<file path="src/rtl/mc_controller.sv">
// Multicycle ARM-subset control unit: sequences fetch/decode/execute/memory/writeback
// and drives the datapath selects, strobes and ALU operation.
module mc_controller #(
  parameter int unsigned ALUCTRL_W       = 2,
  parameter bit          SKIP_NOWRITE_WB = 1'b0
) (
  input  logic                 clk,
  input  logic                 reset,
  input  logic [31:12]         Instr,
  input  logic [3:0]           ALUFlags,
  input  logic                 MemReady,
  output logic                 PCWrite,
  output logic                 MemWrite,
  output logic                 RegWrite,
  output logic                 IRWrite,
  output logic                 AdrSrc,
  output logic                 MemReq,
  output logic [1:0]           RegSrc,
  output logic [1:0]           ALUSrcA,
  output logic [1:0]           ALUSrcB,
  output logic [1:0]           ResultSrc,
  output logic [1:0]           ImmSrc,
  output logic [ALUCTRL_W-1:0] ALUControl,
  output logic [3:0]           State
);

  localparam logic [3:0] FETCH  = 4'd0;
  localparam logic [3:0] DECODE = 4'd1;
  localparam logic [3:0] MEMADR = 4'd2;
  localparam logic [3:0] MEMRD  = 4'd3;
  localparam logic [3:0] MEMWB  = 4'd4;
  localparam logic [3:0] MEMWR  = 4'd5;
  localparam logic [3:0] EXECR  = 4'd6;
  localparam logic [3:0] EXECI  = 4'd7;
  localparam logic [3:0] ALUWB  = 4'd8;
  localparam logic [3:0] BRANCH = 4'd9;

  logic [3:0] state_r, next_state_s;
  logic [3:0] flags_r;
  logic       cond_ex_r, cond_ex_s;
  logic [3:0] cond_s, rd_s;
  logic [1:0] op_s;
  logic [5:0] funct_s;
  logic [2:0] alu_code_s;
  logic       no_write_s, is_arith_s, is_cmp_s, exec_s, flag_upd_s;
  logic       pc_write_s, ir_write_s, reg_write_s, mem_write_s, mem_req_s;

  // ARM condition evaluation against {N,Z,C,V}; 1111 never executes
  function automatic logic cond_check(input logic [3:0] cond, input logic [3:0] flags);
    logic n, z, c, v;
    {n, z, c, v} = flags;
    case (cond)
      4'b0000: cond_check = z;
      4'b0001: cond_check = ~z;
      4'b0010: cond_check = c;
      4'b0011: cond_check = ~c;
      4'b0100: cond_check = n;
      4'b0101: cond_check = ~n;
      4'b0110: cond_check = v;
      4'b0111: cond_check = ~v;
      4'b1000: cond_check = c & ~z;
      4'b1001: cond_check = ~c | z;
      4'b1010: cond_check = (n == v);
      4'b1011: cond_check = (n != v);
      4'b1100: cond_check = ~z & (n == v);
      4'b1101: cond_check = z | (n != v);
      4'b1110: cond_check = 1'b1;
      default: cond_check = 1'b0;
    endcase
  endfunction

  assign cond_s    = Instr[31:28];
  assign op_s      = Instr[27:26];
  assign funct_s   = Instr[25:20];
  assign rd_s      = Instr[15:12];
  assign cond_ex_s = cond_check(cond_s, flags_r);
  assign exec_s    = (state_r == EXECR) || (state_r == EXECI);
  assign RegSrc    = {op_s == 2'b01, op_s == 2'b10};
  assign ImmSrc    = op_s;
  assign State     = state_r;

  // ALU command decode; unsupported commands become a non-writing ADD
  always_comb begin
    alu_code_s = 3'd0;
    no_write_s = 1'b0;
    is_arith_s = 1'b0;
    is_cmp_s   = 1'b0;
    case (funct_s[4:1])
      4'b0100: is_arith_s = 1'b1;
      4'b0010: begin alu_code_s = 3'd1; is_arith_s = 1'b1; end
      4'b0000: alu_code_s = 3'd2;
      4'b1100: alu_code_s = 3'd3;
      4'b1010: begin alu_code_s = 3'd1; is_arith_s = 1'b1; no_write_s = 1'b1; is_cmp_s = 1'b1; end
      4'b0001: begin
        if (ALUCTRL_W == 32'd3) alu_code_s = 3'd4;
        else                    no_write_s = 1'b1;
      end
      default: no_write_s = 1'b1;
    endcase
  end

  assign ALUControl = exec_s ? alu_code_s[ALUCTRL_W-1:0] : {ALUCTRL_W{1'b0}};
  assign flag_upd_s = exec_s & cond_ex_r & (funct_s[0] | is_cmp_s);

  // next-state logic
  always_comb begin
    next_state_s = FETCH;
    case (state_r)
      FETCH:  next_state_s = MemReady ? DECODE : FETCH;
      DECODE: begin
        case (op_s)
          2'b00:   next_state_s = funct_s[5] ? EXECI : EXECR;
          2'b01:   next_state_s = MEMADR;
          2'b10:   next_state_s = BRANCH;
          default: next_state_s = FETCH;
        endcase
      end
      MEMADR: next_state_s = funct_s[0] ? MEMRD : MEMWR;
      MEMRD:  next_state_s = MemReady ? MEMWB : MEMRD;
      MEMWR:  next_state_s = (MemReady | ~cond_ex_r) ? FETCH : MEMWR;
      EXECR, EXECI: begin
        if (SKIP_NOWRITE_WB && (no_write_s || !cond_ex_r)) next_state_s = FETCH;
        else                                               next_state_s = ALUWB;
      end
      default: next_state_s = FETCH;
    endcase
  end

  // state, condition latch and flag register
  always_ff @(posedge clk) begin
    if (reset) begin
      state_r   <= FETCH;
      flags_r   <= 4'b0000;
      cond_ex_r <= 1'b0;
    end else begin
      state_r <= next_state_s;
      if (state_r == DECODE) cond_ex_r <= cond_ex_s;
      if (flag_upd_s) begin
        flags_r[3:2] <= ALUFlags[3:2];
        if (is_arith_s) flags_r[1:0] <= ALUFlags[1:0];
      end
    end
  end

  // per-state datapath selects and raw strobes
  always_comb begin
    AdrSrc      = 1'b0;
    ALUSrcA     = 2'b00;
    ALUSrcB     = 2'b00;
    ResultSrc   = 2'b00;
    pc_write_s  = 1'b0;
    ir_write_s  = 1'b0;
    reg_write_s = 1'b0;
    mem_write_s = 1'b0;
    mem_req_s   = 1'b0;
    case (state_r)
      FETCH: begin
        ALUSrcA = 2'b01; ALUSrcB = 2'b10; ResultSrc = 2'b10;
        mem_req_s = 1'b1; ir_write_s = MemReady; pc_write_s = MemReady;
      end
      DECODE: begin ALUSrcA = 2'b01; ALUSrcB = 2'b10; ResultSrc = 2'b10; end
      MEMADR: ALUSrcB = 2'b01;
      MEMRD:  begin AdrSrc = 1'b1; mem_req_s = 1'b1; end
      MEMWB: begin
        ResultSrc   = 2'b01;
        reg_write_s = cond_ex_r;
        pc_write_s  = cond_ex_r & (rd_s == 4'hF);
      end
      MEMWR: begin AdrSrc = 1'b1; mem_req_s = cond_ex_r; mem_write_s = cond_ex_r; end
      EXECI:  ALUSrcB = 2'b01;
      ALUWB: begin
        reg_write_s = cond_ex_r & ~no_write_s;
        pc_write_s  = cond_ex_r & ~no_write_s & (rd_s == 4'hF);
      end
      BRANCH: begin ALUSrcA = 2'b10; ALUSrcB = 2'b01; ResultSrc = 2'b10; pc_write_s = cond_ex_r; end
      default: ALUSrcA = 2'b00;
    endcase
  end

  assign PCWrite  = pc_write_s  & ~reset;
  assign IRWrite  = ir_write_s  & ~reset;
  assign RegWrite = reg_write_s & ~reset;
  assign MemWrite = mem_write_s & ~reset;
  assign MemReq   = mem_req_s   & ~reset;

endmodule
</file>
<file path="config.mk">
export PLATFORM = sky130hd
export DESIGN_NAME = mc_controller
export DESIGN_NICKNAME = d
export VERILOG_FILES = /design/src/rtl/mc_controller.sv
export SDC_FILE = /design/constraint.sdc
export NUM_CORES = 1
export LEC_CHECK = 0
export ABC_CLOCK_PERIOD_IN_PS = 2400
export BUFFER_PORTS_ARGS = -buffer_cell sky130_fd_sc_hd__buf_2
export CAP_MARGIN = 20
export CORE_MARGIN = 1.5
export CORE_UTILIZATION = 40
export CTS_CLUSTER_DIAMETER = 120
export DETAILED_ROUTE_END_ITERATION = 12
export GPL_TIMING_DRIVEN = 0
export PLACE_DENSITY = 0.88
export SYNTH_ARGS = -nofsm -noshare
export SYNTH_HDL_FRONTEND = slang
export SYNTH_SLANG_ARGS = --single-unit
</file>
<file path="constraint.sdc">
create_clock -name clk -period 2.4 [get_ports clk]
set_clock_uncertainty 0.2 [all_clocks]
set_input_delay 0.72 -clock clk [delete_from_list [all_inputs] [get_ports clk]]
set_output_delay 0.72 -clock clk [all_outputs]
set_load 0.005 [all_outputs]
</file>
==> qor.txt <==
Outcome - finished with violations
Failing checks - setup timing
Power after layout - 0.454 mW
R2R Path End - flags_r[0]
EDFF count, synth - 0
Post-CTS Hold Buffers - 0
Syn-to-layout area delta - 46.6%
Deepest clock path buffer count - 2
Leakage power - 0.574 nW
TritonRoute pass-1 iters - 4
GRT Util Overall - 21.1%
Highest clock rate - 382 MHz
Worst r2r path cells - 6
DRT antenna net count - 0
Layout cells sized above 1 - 42.1%
Area of the multi-input gates - 747 sq um
Post-DP HPWL - 1870 um
Worst path arrival time - 1.70 ns
Tmin final - 2.62 ns
Crit Path Class - in -> out
Clock tree from TritonCTS - done
Num rows - 17
Setup crit start - Instr[22]
Startpoint Class - primary input
Hold path cells - 2
Post-route DRC - 0
Most frequent cells after synthesis - 19 x nor2_1, 9 x dfxtp_1, 9 x nand2b_1
RSZ-0062 raised after global routing - true
Critical path required time - 1.48 ns
Pint - 0.308 mW
Root buf cell - clkbuf_4
Reg area - 184 sq um
DR iter-0 viols - 32
Drt wl/cell - 12.9 um
Clk_lat worst skew - 0.25 ns
Synth area leaders - dfxtp_1 20%, nor2_1 7.8%, mux2i_1 7.7%, nand2b_1 6.2%, nor2b_1 5.5%
Ys flop type - dfxtp_1
Top cell type's share of synthesized area - 19.7%
Worst Min Path Start - flags_r[0]
Ys Warns - 0
Largest net degree at the start of global routing - 12
Post-synth cell types - 43
Overflow after GRT - 0
Post-synthesis register bit count - 9
Area of placed instances - 1160 sq um
Worst-margin pin slew - 0.412 ns
Core Area - 2190 sq um
Initial Util - 41.7%
I/O pin total - 49
Post-route clock period utilization - 109%
CP Capture Type - primary output
Simple-gate share of the synthesized area - 42.1%
Comb power frac - 38.9%
Vias in the first global route - 970
Count of final hold-check violations - 0
Final setup vio count - 6
Core occupancy in the finished layout - 61.2%
Syn Area/Cell - 7.04 sq um
Cell area after layout - 1340 sq um
DIE AREA - 2580 sq um
Hold EP - flags_r[0]
Routability cong. - 0.882
Final net count - 206
Total Routed Length - 2670 um
Die Span Y - 50.8 um
Number of fillers in the final layout - 195
Clock-pin transition on the worst setup and hold timing paths - 0.06 ns
Compound-cell area share of the yosys netlist - 20.8%
Worst Setup Slack, final - -0.216 ns
Mux cell area share after synthesis - 8.89%
Final Max Slew Viols - 0
ANT cells - 0
Global-route wire length before repair - 4230 um
Post-Syn Instances - 130
Most frequent cell after synthesis - nor2_1
Sequential area share after synthesis - 19.7%
Synth Area in XOR/XNOR - 1.92%
Post-Syn Area - 915 sq um
Clock power share - 24.8%
Worst min-delay path class - reg -> reg
Adder-Cell Fraction of Synth Area - 0%
H-tree Lvls - 1
TritonCTS Buffers - 3
Relative slew slack - 72.3%
Synth async-reset ratio - 0%
Via density - 5.65
R2r startpoint - State[1]
Largest family of logic cells by synthesized area - simple AND/OR/NAND/NOR gates
Max_cap viols - 0
Pwr/cell area - 339 nW/um^2
I/O Buffers - 42
Worst reg2reg setup slack - 0.64 ns
Sink Count - 9
Sw frac - 32.1%
Worst IR Drop VDD - 0.000247 V
Via Count - 1163
Net switching power - 0.146 mW
Initial antenna violation count - 0
Post-place setup slack - -0.403 ns
Syn_nets - 157
Worst-path fanout max - 2
Yosys top cell by area - dfxtp_1
Proportion of power drawn by flip-flops and latches - 36.3%
Width of the die - 50.8 um
==> critical path, cell delays in order <==
cell and delay, ns:
buf_8 0.10, a2111oi_4 0.33, o211ai_1 0.14, o32ai_1 0.12
and3_1 0.17, buf_2 0.11
==> power by group through the flow <==
stage	clock network (mW)	logic (mW)	registers, mW
after CTS	0.116	0.166	0.164
after detailed placement	0	0.146	0.166
after global placement	0	0.144	0.166
after floorplan	0	0.0890	0.165
final	0.113	0.177	0.165
after global routing	0.126	0.193	0.166
==> what timing repair did <==
| item | CTS | global route |
|---|---|---|
| setup buffers | 2 | 2 |
| pin swaps | 5 | 3 |
| resized for setup | 34 | 3 |
| setup endpoints to repair | 8 | 7 |
==> worst max path at each step <==
stage / slack [ns] / endpoint
after global placement: -0.39 / PCWrite
final: -0.22 / PCWrite
after CTS: -0.23 / PCWrite
after floorplan: -0.04 / PCWrite
after detailed placement: -0.40 / PCWrite
after global routing: -0.27 / PCWrite
==> cell families (layout without fill, tap and decap cells) <==
| family | count (synthesis) | in the layout |
|---|---|---|
| and+or+nand+nor | 70 | 70 |
| AOI/OAI and AO/OA | 29 | 29 |
| buffers and inverters | 12 | 60 |
| DFF | 9 | 9 |
| muxes | 8 | 8 |
| xor gates and xnor gates | 2 | 2 |
==> layout by cell type (no fill, tap or decap), drive strengths merged <==
master / instances
o31a: 1
a2111oi: 1
nand2b: 9
buf: 53
o21ai: 7
a211o: 1
nor4b: 1
a311oi: 1
clkbuf: 6
inv: 1
nor3b: 2
nand3: 2
dfxtp: 9
a21o: 1
nor2b: 8
xnor2: 1
nor2: 20
nand3b: 2
nor4bb: 1
or4b: 1
o32ai: 1
xor2: 1
nand2: 6
a21oi: 6
a211oi: 2
and2: 1
a31oi: 2
mux2: 1
nor4: 4
mux2i: 7
and3: 2
nor3: 8
o22ai: 3
nand4: 2
o21bai: 1
or2: 1
o211ai: 1
o22a: 1
==> state kept, by name (all words and copies together), names as in the netlist <==
register	count
State	4
cond_ex_r	1
flags_r	4
==> through the flow <==
step / instances / hold WS, ns / setup TNS, ns
after global routing: 206 / 0.397 / -0.944
final: 206 / 0.356 / -0.480
after CTS: 204 / 0.355 / -0.439
after floorplan: 130 / 0.289 / -0.0400
after global placement: 200 / 0.324 / -0.625
after detailed placement: 200 / 0.347 / -0.691
==> layer usage <==
metal  vias up  GRT usage (%)  wire (um)
li1        568              -          -
met1       525           25.5       1090
met2        66           36.4       1310
met3         4           4.39        229
met4         0           8.56         38
met5         -              0          0
==> layout make-up <==
cell class                      instances  share of cell area (%)
Inverter                                1                   0.280
Timing Repair Buffer                   46                    19.6
Sequential cell                         9                    13.7
Multi-Input combinational cell        109                    55.7
Tap cell                               28                    2.61
Buffer                                  9                    6.16
Clock buffer                            4                    1.96
Note: power is estimated with default switching activity, not from simulation.
